**config.mk**
```make
export PLATFORM = sky130hd
export DESIGN_NAME = keypad_code_entry
export DESIGN_NICKNAME = d
export VERILOG_FILES = /design/src/rtl/keypad_code_entry.sv
export SDC_FILE = /design/constraint.sdc
export NUM_CORES = 1
export LEC_CHECK = 0
export BUFFER_PORTS_ARGS = -buffer_cell sky130_fd_sc_hd__buf_2
export CORE_AREA = 2 2 69 71
export DETAILED_ROUTE_END_ITERATION = 6
export DIE_AREA = 0 0 71 73
export PLACE_DENSITY = 0.7
export SLEW_MARGIN = 20
export SYNTH_ARGS = -nofsm -noshare
export SYNTH_HDL_FRONTEND = slang
export SYNTH_SLANG_ARGS = --single-unit
```
**constraint.sdc**
```tcl
create_clock -name clk -period 2.5 [get_ports clk]
set_clock_uncertainty 0.1 [all_clocks]
set_input_delay 0.125 -clock clk [delete_from_list [all_inputs] [get_ports clk]]
set_output_delay 0.125 -clock clk [all_outputs]
set_load 0.01 [all_outputs]
```
**src/rtl/keypad_code_entry.sv**
```systemverilog
// Keypad code entry front end for the passcode lock.
// Gathers digits, submits with an enter strobe and reports the result.
// Ports:
//   clk, reset (sync, active-high)
//   key_valid/key_code: scanner keystroke (0-9 digit, 0xC clear)
//   lock_status: lock response, 1 = open
//   passcode_out/entry_count: assembled code and digit count
//   enter: one-cycle submit strobe to the lock
//   granted/denied: one-cycle result pulses
//   locked_out/fail_count: lockout flag and consecutive failures
module keypad_code_entry #(
  parameter int DIGITS         = 4,
  parameter int DIGIT_W        = 4,
  parameter int TIMEOUT_CYCLES = 1000,
  parameter int MAX_FAILS      = 3,
  parameter int LOCKOUT_CYCLES = 5000
) (
  input  logic                              clk,
  input  logic                              reset,
  input  logic                              key_valid,
  input  logic [DIGIT_W-1:0]                key_code,
  input  logic                              lock_status,
  output logic [DIGITS*DIGIT_W-1:0]         passcode_out,
  output logic                              enter,
  output logic [$clog2(DIGITS+1)-1:0]       entry_count,
  output logic                              granted,
  output logic                              denied,
  output logic                              locked_out,
  output logic [$clog2(MAX_FAILS+1)-1:0]    fail_count
);

  localparam int PW   = DIGITS * DIGIT_W;
  localparam int CW   = $clog2(DIGITS + 1);
  localparam int FW   = $clog2(MAX_FAILS + 1);
  localparam int TMAX = (TIMEOUT_CYCLES > LOCKOUT_CYCLES) ?
                        TIMEOUT_CYCLES : LOCKOUT_CYCLES;
  localparam int TW   = $clog2(TMAX + 1);

  typedef enum logic [2:0] {
    S_IDLE,
    S_COLLECT,
    S_SETTLE,
    S_SUBMIT,
    S_WAIT,
    S_LOCKOUT
  } state_e;

  state_e        state_q, state_d;
  logic [PW-1:0] pc_q, pc_d;
  logic [CW-1:0] cnt_q, cnt_d;
  logic [FW-1:0] fail_q, fail_d;
  logic [TW-1:0] tmr_q, tmr_d;
  logic          enter_q;
  logic          granted_q, granted_d;
  logic          denied_q, denied_d;
  logic          locked_q;

  logic          is_digit;
  logic          is_clear;
  logic [CW-1:0] cnt_inc;
  logic [PW-1:0] pc_shift;

  assign is_digit = key_valid && (key_code <= DIGIT_W'(9));
  assign is_clear = key_valid && (key_code == DIGIT_W'(12));
  assign cnt_inc  = cnt_q + CW'(1);
  assign pc_shift = {pc_q[PW-DIGIT_W-1:0], key_code};

  always_comb begin
    state_d   = state_q;
    pc_d      = pc_q;
    cnt_d     = cnt_q;
    fail_d    = fail_q;
    tmr_d     = tmr_q;
    granted_d = 1'b0;
    denied_d  = 1'b0;
    unique case (state_q)
      S_IDLE: begin
        if (is_digit) begin
          pc_d    = PW'(key_code);
          cnt_d   = CW'(1);
          tmr_d   = TW'(TIMEOUT_CYCLES);
          state_d = S_COLLECT;
        end
      end
      S_COLLECT: begin
        // A key landing on the expiry cycle still counts.
        if (is_digit) begin
          pc_d  = pc_shift;
          cnt_d = cnt_inc;
          tmr_d = TW'(TIMEOUT_CYCLES);
          if (cnt_inc == CW'(DIGITS)) begin
            state_d = S_SETTLE;
          end
        end else if (is_clear || (tmr_q == '0)) begin
          pc_d    = '0;
          cnt_d   = '0;
          tmr_d   = '0;
          state_d = S_IDLE;
        end else begin
          tmr_d = tmr_q - TW'(1);
        end
      end
      S_SETTLE: begin
        // Lock registers the code a cycle before enter.
        state_d = S_SUBMIT;
      end
      S_SUBMIT: begin
        state_d = S_WAIT;
      end
      S_WAIT: begin
        cnt_d = '0;
        if (lock_status) begin
          granted_d = 1'b1;
          fail_d    = '0;
          state_d   = S_IDLE;
        end else begin
          denied_d = 1'b1;
          if (fail_q >= FW'(MAX_FAILS - 1)) begin
            fail_d  = FW'(MAX_FAILS);
            tmr_d   = TW'(LOCKOUT_CYCLES);
            state_d = S_LOCKOUT;
          end else begin
            fail_d  = fail_q + FW'(1);
            state_d = S_IDLE;
          end
        end
      end
      S_LOCKOUT: begin
        // Leave on the edge where the timer hits 0.
        if (tmr_q <= TW'(1)) begin
          tmr_d   = '0;
          fail_d  = '0;
          state_d = S_IDLE;
        end else begin
          tmr_d = tmr_q - TW'(1);
        end
      end
      default: begin
        state_d = S_IDLE;
      end
    endcase
  end

  always_ff @(posedge clk) begin
    if (reset) begin
      state_q   <= S_IDLE;
      pc_q      <= '0;
      cnt_q     <= '0;
      fail_q    <= '0;
      tmr_q     <= '0;
      enter_q   <= 1'b0;
      granted_q <= 1'b0;
      denied_q  <= 1'b0;
      locked_q  <= 1'b0;
    end else begin
      state_q   <= state_d;
      pc_q      <= pc_d;
      cnt_q     <= cnt_d;
      fail_q    <= fail_d;
      tmr_q     <= tmr_d;
      enter_q   <= (state_d == S_SUBMIT);
      granted_q <= granted_d;
      denied_q  <= denied_d;
      locked_q  <= (state_d == S_LOCKOUT);
    end
  end

  assign passcode_out = pc_q;
  assign enter        = enter_q;
  assign entry_count  = cnt_q;
  assign granted      = granted_q;
  assign denied       = denied_q;
  assign locked_out   = locked_q;
  assign fail_count   = fail_q;

endmodule

```
==> results of run 1 <==
-- state kept, by name, summed over array words and instances, names as in the netlist --
signal	flops
locked_out	1
enter	1
tmr_q	13
denied	1
entry_count	3
state_q	3
fail_count	2
granted	1
passcode_out	16
-- worst min-delay path by stage --
stage	from	to	slack, ns	cells past startpoint
floorplan	lock_status	denied$_SDFF_PP0_	0.10	1
global placement	lock_status	denied$_SDFF_PP0_	0.29	2
detailed placement	lock_status	denied$_SDFF_PP0_	0.29	2
CTS	key_code[0]	passcode_out[0]$_SDFFE_PP0P_	0.004	3
global route	key_code[0]	passcode_out[0]$_SDFFE_PP0P_	0.02	3
finish	key_code[1]	passcode_out[1]$_SDFFE_PP0P_	0.003	3
-- report_power, final --
group,switching [mW],internal [mW]
combinational,0.211,0.142
clock,0.259,0.202
sequential,0.0424,0.686
-- per-stage QoR --
step,power [mW],util [%],cells
floorplan,1.001,-,257
global placement,1.082,52.25,338
detailed placement,1.090,52.25,338
CTS,1.554,54.98,349
global route,1.617,54.98,349
finish,1.542,54.98,349
-- critical path: stages (launching register included) --
cell      delay, ns
dfxtp_1        0.40
nor4_4         0.56
and4_4         0.37
o32ai_1        0.14
buf_4          0.18
a211oi_1       0.27
nor2b_1        0.10
-- synth_stat cells (2+ instances only) --
master,number
a21oi_1,17
nor4_4,2
nand3_1,11
o22ai_1,9
a211oi_1,8
nand2_1,21
nand2b_1,14
or3_1,2
o21ai_0,10
a31oi_1,9
a21o_1,3
nor4_1,5
mux2i_1,5
a221oi_1,2
buf_2,2
nor3_1,7
nor2_1,21
o32ai_1,5
nand4_1,4
dfxtp_1,41
ha_1,5
buf_6,2
nor2b_1,3
clkbuf_1,10
inv_1,14
o21a_1,2
-- cells in the final DEF (no fill, tap or decap), types with 2 or more instances in the layout --
cell type / count
a21o_1: 3
or3_1: 2
ha_1: 5
inv_1: 14
nand2_1: 21
clkbuf_8: 5
nor4_4: 2
o21a_1: 2
dlygate4sd3_1: 3
nand3_1: 11
mux2i_1: 5
o21ai_0: 10
a21oi_1: 17
buf_4: 9
nand4_1: 4
o22ai_1: 9
a31oi_1: 9
a211oi_1: 8
nand2b_1: 14
o32ai_1: 5
buf_2: 32
nor2b_1: 3
nor3_1: 7
dfxtp_1: 41
nor4_1: 5
nor2_1: 21
a221oi_1: 2
-- layout make-up --
type,count,area [um2],area share (%)
clock buffer,5,68.82,2.760
clock inverter,3,25.02,1.004
inverter,15,56.30,2.258
multi-input combinational,187,1197,48.02
sequential,41,820.8,32.92
tap,54,67.56,2.709
timing repair buffer,44,257.7,10.34
-- per-layer routing --
metal,part of all wire [%],wire [um]
met5,0,0
met4,1.7,85
met3,5.4,269
met2,46,2272
met1,47,2365
-- cells by family after synthesis --
logic type / after synthesis
DFF: 41
muxes: 5
buffers and inverters: 29
and+or+nand+nor: 99
xor gates and xnor gates: 2
adders and majority gates: 5
AOI/OAI and AO/OA: 76
==> summary.txt, run 1 <==
Logic synthesis
  • Syn_nets: 270
  • Synthesized area: 0.002145 mm2
  • Gate Count Post-Synth: between 200 and 300
  • Number of synthesized flops with an enable pin: 0
  • Post-synthesis sequential area ratio: around two fifths
  • Synth Area per Inst: 8.345 um2
  • Largest family of logic cells by synthesized area: simple AND/OR/NAND/NOR gates
  • Synth Register Bits: 41
  • Synth warn: 0
  • Adder-cell area share of the yosys netlist: 2.917%
  • Post-synth cell types: 49
  • Asr flop ratio synth: 0%
  • Compound-cell area share of the yosys netlist: between 20% and 30%
  • Mux cell area share after synthesis: 2.334%
  • Synth Area in XOR/XNOR: less than 1%
  • Synth area leader: dfxtp_1
  • Synth top area share: roughly two fifths
  • Simple-Gate Fraction of Synth Area: between 20% and 30%
  • Synth top area cells: dfxtp_1 (38%), nand2b_1 (4.1%), a21oi_1 (4.0%), nand2_1 (3.7%), nor2_1 (3.7%)
  • Dominant synthesized flop cell: dfxtp_1

Critical path
  • Crit path capture type: register
  • CP endpoint: enter$_SDFF_PP0_
  • Worst EP required: about 2.6 ns
  • Worst Setup SP: tmr_q[2]$_SDFFE_PP0P_
  • Reg2reg start: tmr_q[2]$_SDFFE_PP0P_
  • Critical path type: reg2reg
  • Maximum fanout along the worst path: 10
  • R2r worst-path depth: 6
  • R2R Setup Slk: 0.26 ns
  • Worst reg2reg path endpoint: enter$_SDFF_PP0_
  • CP startpoint kind: register
  • Crit path DAT: 2.32 ns

Layout
  • # nets final: slightly above 300
  • Layout cells sized above 1: 19.32%
  • Filler cells: around 450
  • Area delta synth->final: 16.28%
  • Ant diodes: 0
  • Cell area after layout: about 0.0025 mm2

Clocking
  • H-tree Lvls: 2
  • Post-CTS sizing: 0
  • Root Driver: clkbuf_8
  • Setup Buffers After CTS: 0
  • Cts hold-fix bufs: 3
  • Clock transition at the registers of the reported paths: approximately 0.090 ns
  • Total CTS buffers: 5
  • Clock buffer depth: 2
  • Clock latency at the later pin of the worst-skew pair: ~0.31 ns
  • Clock sink total: just over 40
  • TritonCTS clock tree: done

Power
  • Pwr dens: 618.4 mW/mm2
  • Pleak: 0.9737 nW
  • VDD IR max: 0.3217 mV

Placed design
  • Placed cell area: 0.002370 mm2
  • Pre-CTS setup slack: between 0.2 and 0.3 ns
  • Routability congestion estimate: just over 0.9
  • IO Port Bufs: 32
  • Detailed placement HPWL: ~3.6 mm

STA
  • Setup ws final: 0.2584 ns
  • Final Max Slew Viols: 0
  • Final period utilization: roughly nine tenths
  • Slew margin rel.: approximately half
  • Hold Slack: between 0.002 and 0.003 ns
  • Final hold viol count: 0
  • RSZ-0062 raised after global routing: false
  • Clock period minus final worst setup slack: approximately 2.2 ns
  • Final setup fails: 0
  • Setup TNS: 0 ns
  • Worst Tran Pin Value: about 0.7 ns
  • Peak Freq: 0.4461 GHz

Global route
  • Initial antenna violation count: 0
  • Largest net degree at the start of global routing: approximately 40
  • Vias in the first global route: around 1900
  • GR Util met3: ~5.0%
  • GR Util met2: 34.79%
  • Most Crowded Layer GR: met2
  • Total global routing overflow: 0
  • GRT Overall Usage: around a fifth
  • First-pass GRT wire length: ~8.3 mm
  • M1 GR Usage: a little under a quarter

Die
  • Width of the die: slightly above 70 um
  • Core area: 0.004536 mm2
  • Die area: 0.005183 mm2
  • Initial core utilization: a little under half
  • Row cnt: 25
  • Die H: roughly 73 um
  • Io pins: 33

Min path
  • Min-Delay Path Class: in2reg

Routing
  • Drt pass-1 iters: 4
  • Routed wire per std cell: 14.30 um
  • Antenna viol nets, final: 0
  • Initial DRC Count: just over 90
  • Via Count: approximately 2000
  • Routed wire length: around 5.0 mm
  • DRC Markers: 0
  • Via/cell ratio: about 5.7

Status
  • Outcome: finished, final reports clean

Run
  • MaxCap Viol Count: 0
(Power assumes the default switching activity.)
==> run 2: changes to the inputs <==
--- a/config.mk
+++ b/config.mk
@@ -6,10 +6,10 @@
 export NUM_CORES = 1
 export LEC_CHECK = 0
 export BUFFER_PORTS_ARGS = -buffer_cell sky130_fd_sc_hd__buf_2
-export CORE_AREA = 2 2 69 71
+export CORE_AREA = 2 2 96 52
 export DETAILED_ROUTE_END_ITERATION = 6
-export DIE_AREA = 0 0 71 73
-export PLACE_DENSITY = 0.7
+export DIE_AREA = 0 0 98 54
+export PLACE_DENSITY = 0.73
 export SLEW_MARGIN = 20
 export SYNTH_ARGS = -nofsm -noshare
 export SYNTH_HDL_FRONTEND = slang
==> run 2 against run 1 <==
Count of clock-buffer cells in the layout grew 2. Highest routed layer unchanged. Clock power grew 4%. Sequential power is essentially flat. Die area grew 2.1%. Non-clock buffer count shrank 1. Critical path type unchanged. Total power grew 2.4%. Utilization shrank 0.38 points. Flip-flop and latch count is the same.
==> summary.txt, run 2 (synthesized netlist as in run 1, its figures left out) <==
Placed design
  • Cell total after placement: 345 (+2.1%)
  • IO Port Bufs: 32 (unchanged)
  • Detailed placement HPWL: 3.907 mm (+9.3%)
  • Pre-CTS setup slack: 0.3787 ns (+0.09953 ns)
  • Routability congestion estimate: 0.8504 (-6.9%)
  • Placed cell area: 0.002385 mm2 (+0.63%)

STA
  • Hold Slack: 0.01534 ns (+0.01240 ns)
  • Slew margin rel.: 47.78% (-3.9 points)
  • Worst Tran Pin Value: 0.7751 ns (+0.05859 ns)
  • Final hold viol count: 0 (unchanged)
  • Final period utilization: 87.76% (-1.9 points)
  • RSZ-0062 raised after global routing: false
  • Final setup fails: 0 (unchanged)
  • Final Max Slew Viols: 0 (unchanged)
  • Setup ws final: 0.3061 ns (+0.04771 ns)
  • Peak Freq: 0.4558 GHz (+2.2%)
  • Setup TNS: 0 ns (unchanged)
  • Clock period minus final worst setup slack: 2.194 ns (-0.04771 ns)

Die
  • Die H: 54 um (-26%)
  • Io pins: 33 (unchanged)
  • Row cnt: 18 (-28%)
  • Initial core utilization: 46.91% (-0.38 points)
  • Width of the die: 98 um (+38%)
  • Core area: 0.004572 mm2 (+0.80%)
  • Die area: 0.005292 mm2 (+2.1%)

Critical path
  • Critical path's most frequent cell: a211oi_1
  • CP startpoint kind: register
  • Crit path cell chain: nor4_2 -> buf_4 -> o2111ai_1 -> a211oi_1 -> a21oi_1 -> a211oi_1
  • R2r worst-path depth: 6 (unchanged)
  • Reg2reg start: tmr_q[6]$_SDFFE_PP0P_
  • Crit path DAT: 2.29 ns (-0.03 ns)
  • Worst EP required: 2.60 ns (+0.02 ns)
  • R2R Setup Slk: 0.31 ns (+0.05 ns)
  • Worst reg2reg path endpoint: fail_count[1]$_SDFFE_PP0P_
  • CP endpoint: fail_count[1]$_SDFFE_PP0P_
  • CP max stage delay: 0.49 ns (-0.07 ns)
  • Maximum fanout along the worst path: 7 (-3)
  • Crit path capture type: register
  • Critical path type: reg2reg
  • Worst Setup SP: tmr_q[6]$_SDFFE_PP0P_
  • Worst path slowest cell: a211oi_1

Layout
  • Commonest non-fill, non-tap cells in the layout: dfxtp_1 (41), buf_2 (32), nand2_1 (21), nor2_1 (21), a21oi_1 (17)
  • Non-Filler Instances: 354 (+1.4%)
  • Finished Core Util: 54.60% (-0.38 points)
  • # nets final: 306 (-0.33%)
  • Max reg flops: 16 (unchanged)
  • Commonest non-fill, non-tap cell in the layout: dfxtp_1
  • Ant diodes: 0 (unchanged)
  • Layout cells sized above 1: 19.73% (+0.41 points)
  • Filler cells: 441 (-2.9%)
  • Area delta synth->final: 16.39%
  • Cell area after layout: 0.002496 mm2 (+0.10%)

Routing
  • Via/cell ratio: 5.740 (+0.27%)
  • DRC Markers: 0 (unchanged)
  • Routed wire per std cell: 15.31 um (+7.0%)
  • Initial DRC Count: 154 (+67%)
  • Routed wire length: 5.419 mm (+8.6%)
  • Drt pass-1 iters: 4 (unchanged)
  • Antenna viol nets, final: 0 (unchanged)
  • Via Count: 2032 (+1.7%)

Clocking
  • TritonCTS clock tree: done
  • Root Driver: clkbuf_8
  • Clock transition at the registers of the reported paths: 0.08 ns (about the same)
  • H-tree Lvls: 2 (unchanged)
  • Clock buffer depth: 2 (unchanged)
  • Clock sink total: 41 (unchanged)
  • Total CTS buffers: 5 (unchanged)
  • Clock latency at the later pin of the worst-skew pair: 0.29 ns (-0.02 ns)

Power
  • Switching power: 0.4951 mW (-3.4%)
  • Sequential power share: 46.1% (-1.1 points)
  • Power Total: 1.580 mW (+2.4%)
  • Sw frac: 31.34% (-1.9 points)
  • Clock power share: 30.3% (+0.4 points)
  • Pleak: 0.9796 nW (+0.61%)
  • Comb power frac: 23.6% (+0.7 points)
  • Cell-internal power: 1.085 mW (+5.3%)
  • VDD IR max: 0.2964 mV (-7.9%)
  • Pwr dens: 632.9 mW/mm2 (+2.3%)

Min path
  • Min-Delay Path Class: in2reg

Global route
  • GRT Overall Usage: 21.76% (+1.9 points)
  • First-pass GRT wire length: 8.873 mm (+7.4%)
  • Largest net degree at the start of global routing: 41 (unchanged)
  • Initial antenna violation count: 0 (unchanged)
  • Vias in the first global route: 1813 (-2.0%)
  • Total global routing overflow: 0 (unchanged)

Run
  • MaxCap Viol Count: 0 (unchanged)

Status
  • Outcome: finished, final reports clean
==> run 2: area by class of cell <==
cell class,count,area [um2],area share [%]
inverter,15,56.30,2.256
sequential,41,820.8,32.88
multi-input combinational,187,1197,47.97
clock buffer,7,96.34,3.860
timing repair buffer,43,245.2,9.825
clock inverter,1,5.005,0.2005
tap,60,75.07,3.008
==> run 2: worst min path at each step <==
stage / startpoint / endpoint / slack (ns) / depth (start not counted)
global route: key_code[0] / passcode_out[0]$_SDFFE_PP0P_ / 0.01 / 3
detailed placement: lock_status / denied$_SDFF_PP0_ / 0.31 / 2
floorplan: lock_status / denied$_SDFF_PP0_ / 0.10 / 1
finish: key_code[0] / passcode_out[0]$_SDFFE_PP0P_ / 0.02 / 3
global placement: lock_status / denied$_SDFF_PP0_ / 0.31 / 2
CTS: key_code[0] / passcode_out[0]$_SDFFE_PP0P_ / 0.01 / 3
==> run 2: power groups by stage <==
stage               Clock (mW)  Combinational [mW]  Sequential, mW
floorplan                    0               0.264           0.737
global placement             0               0.360           0.740
detailed placement           0               0.364           0.742
CTS                      0.489               0.368           0.727
global route             0.518               0.414           0.733
finish                   0.478               0.373           0.728
==> run 2: critical path, delay by kind of cell, from the launching register on <==
kind / cells / cell delay, ns
AO/OA/AOI/OAI: 4 / 1.03
buffers and inverters: 1 / 0.21
flip-flops: 1 / 0.37
AND/OR/NAND/NOR: 1 / 0.39
==> run 2: metal layers <==
layer	routed length, um	global-route usage [%]
met2	2094	30.82
met5	0	0
met4	44	5.093
met1	2919	32.00
met3	360	6.753
==> run 2: what timing repair did <==
item,CTS,global route
hold endpoints to repair,1,0
hold buffers,1,0
buffers inserted,0,0
resized for setup,0,0
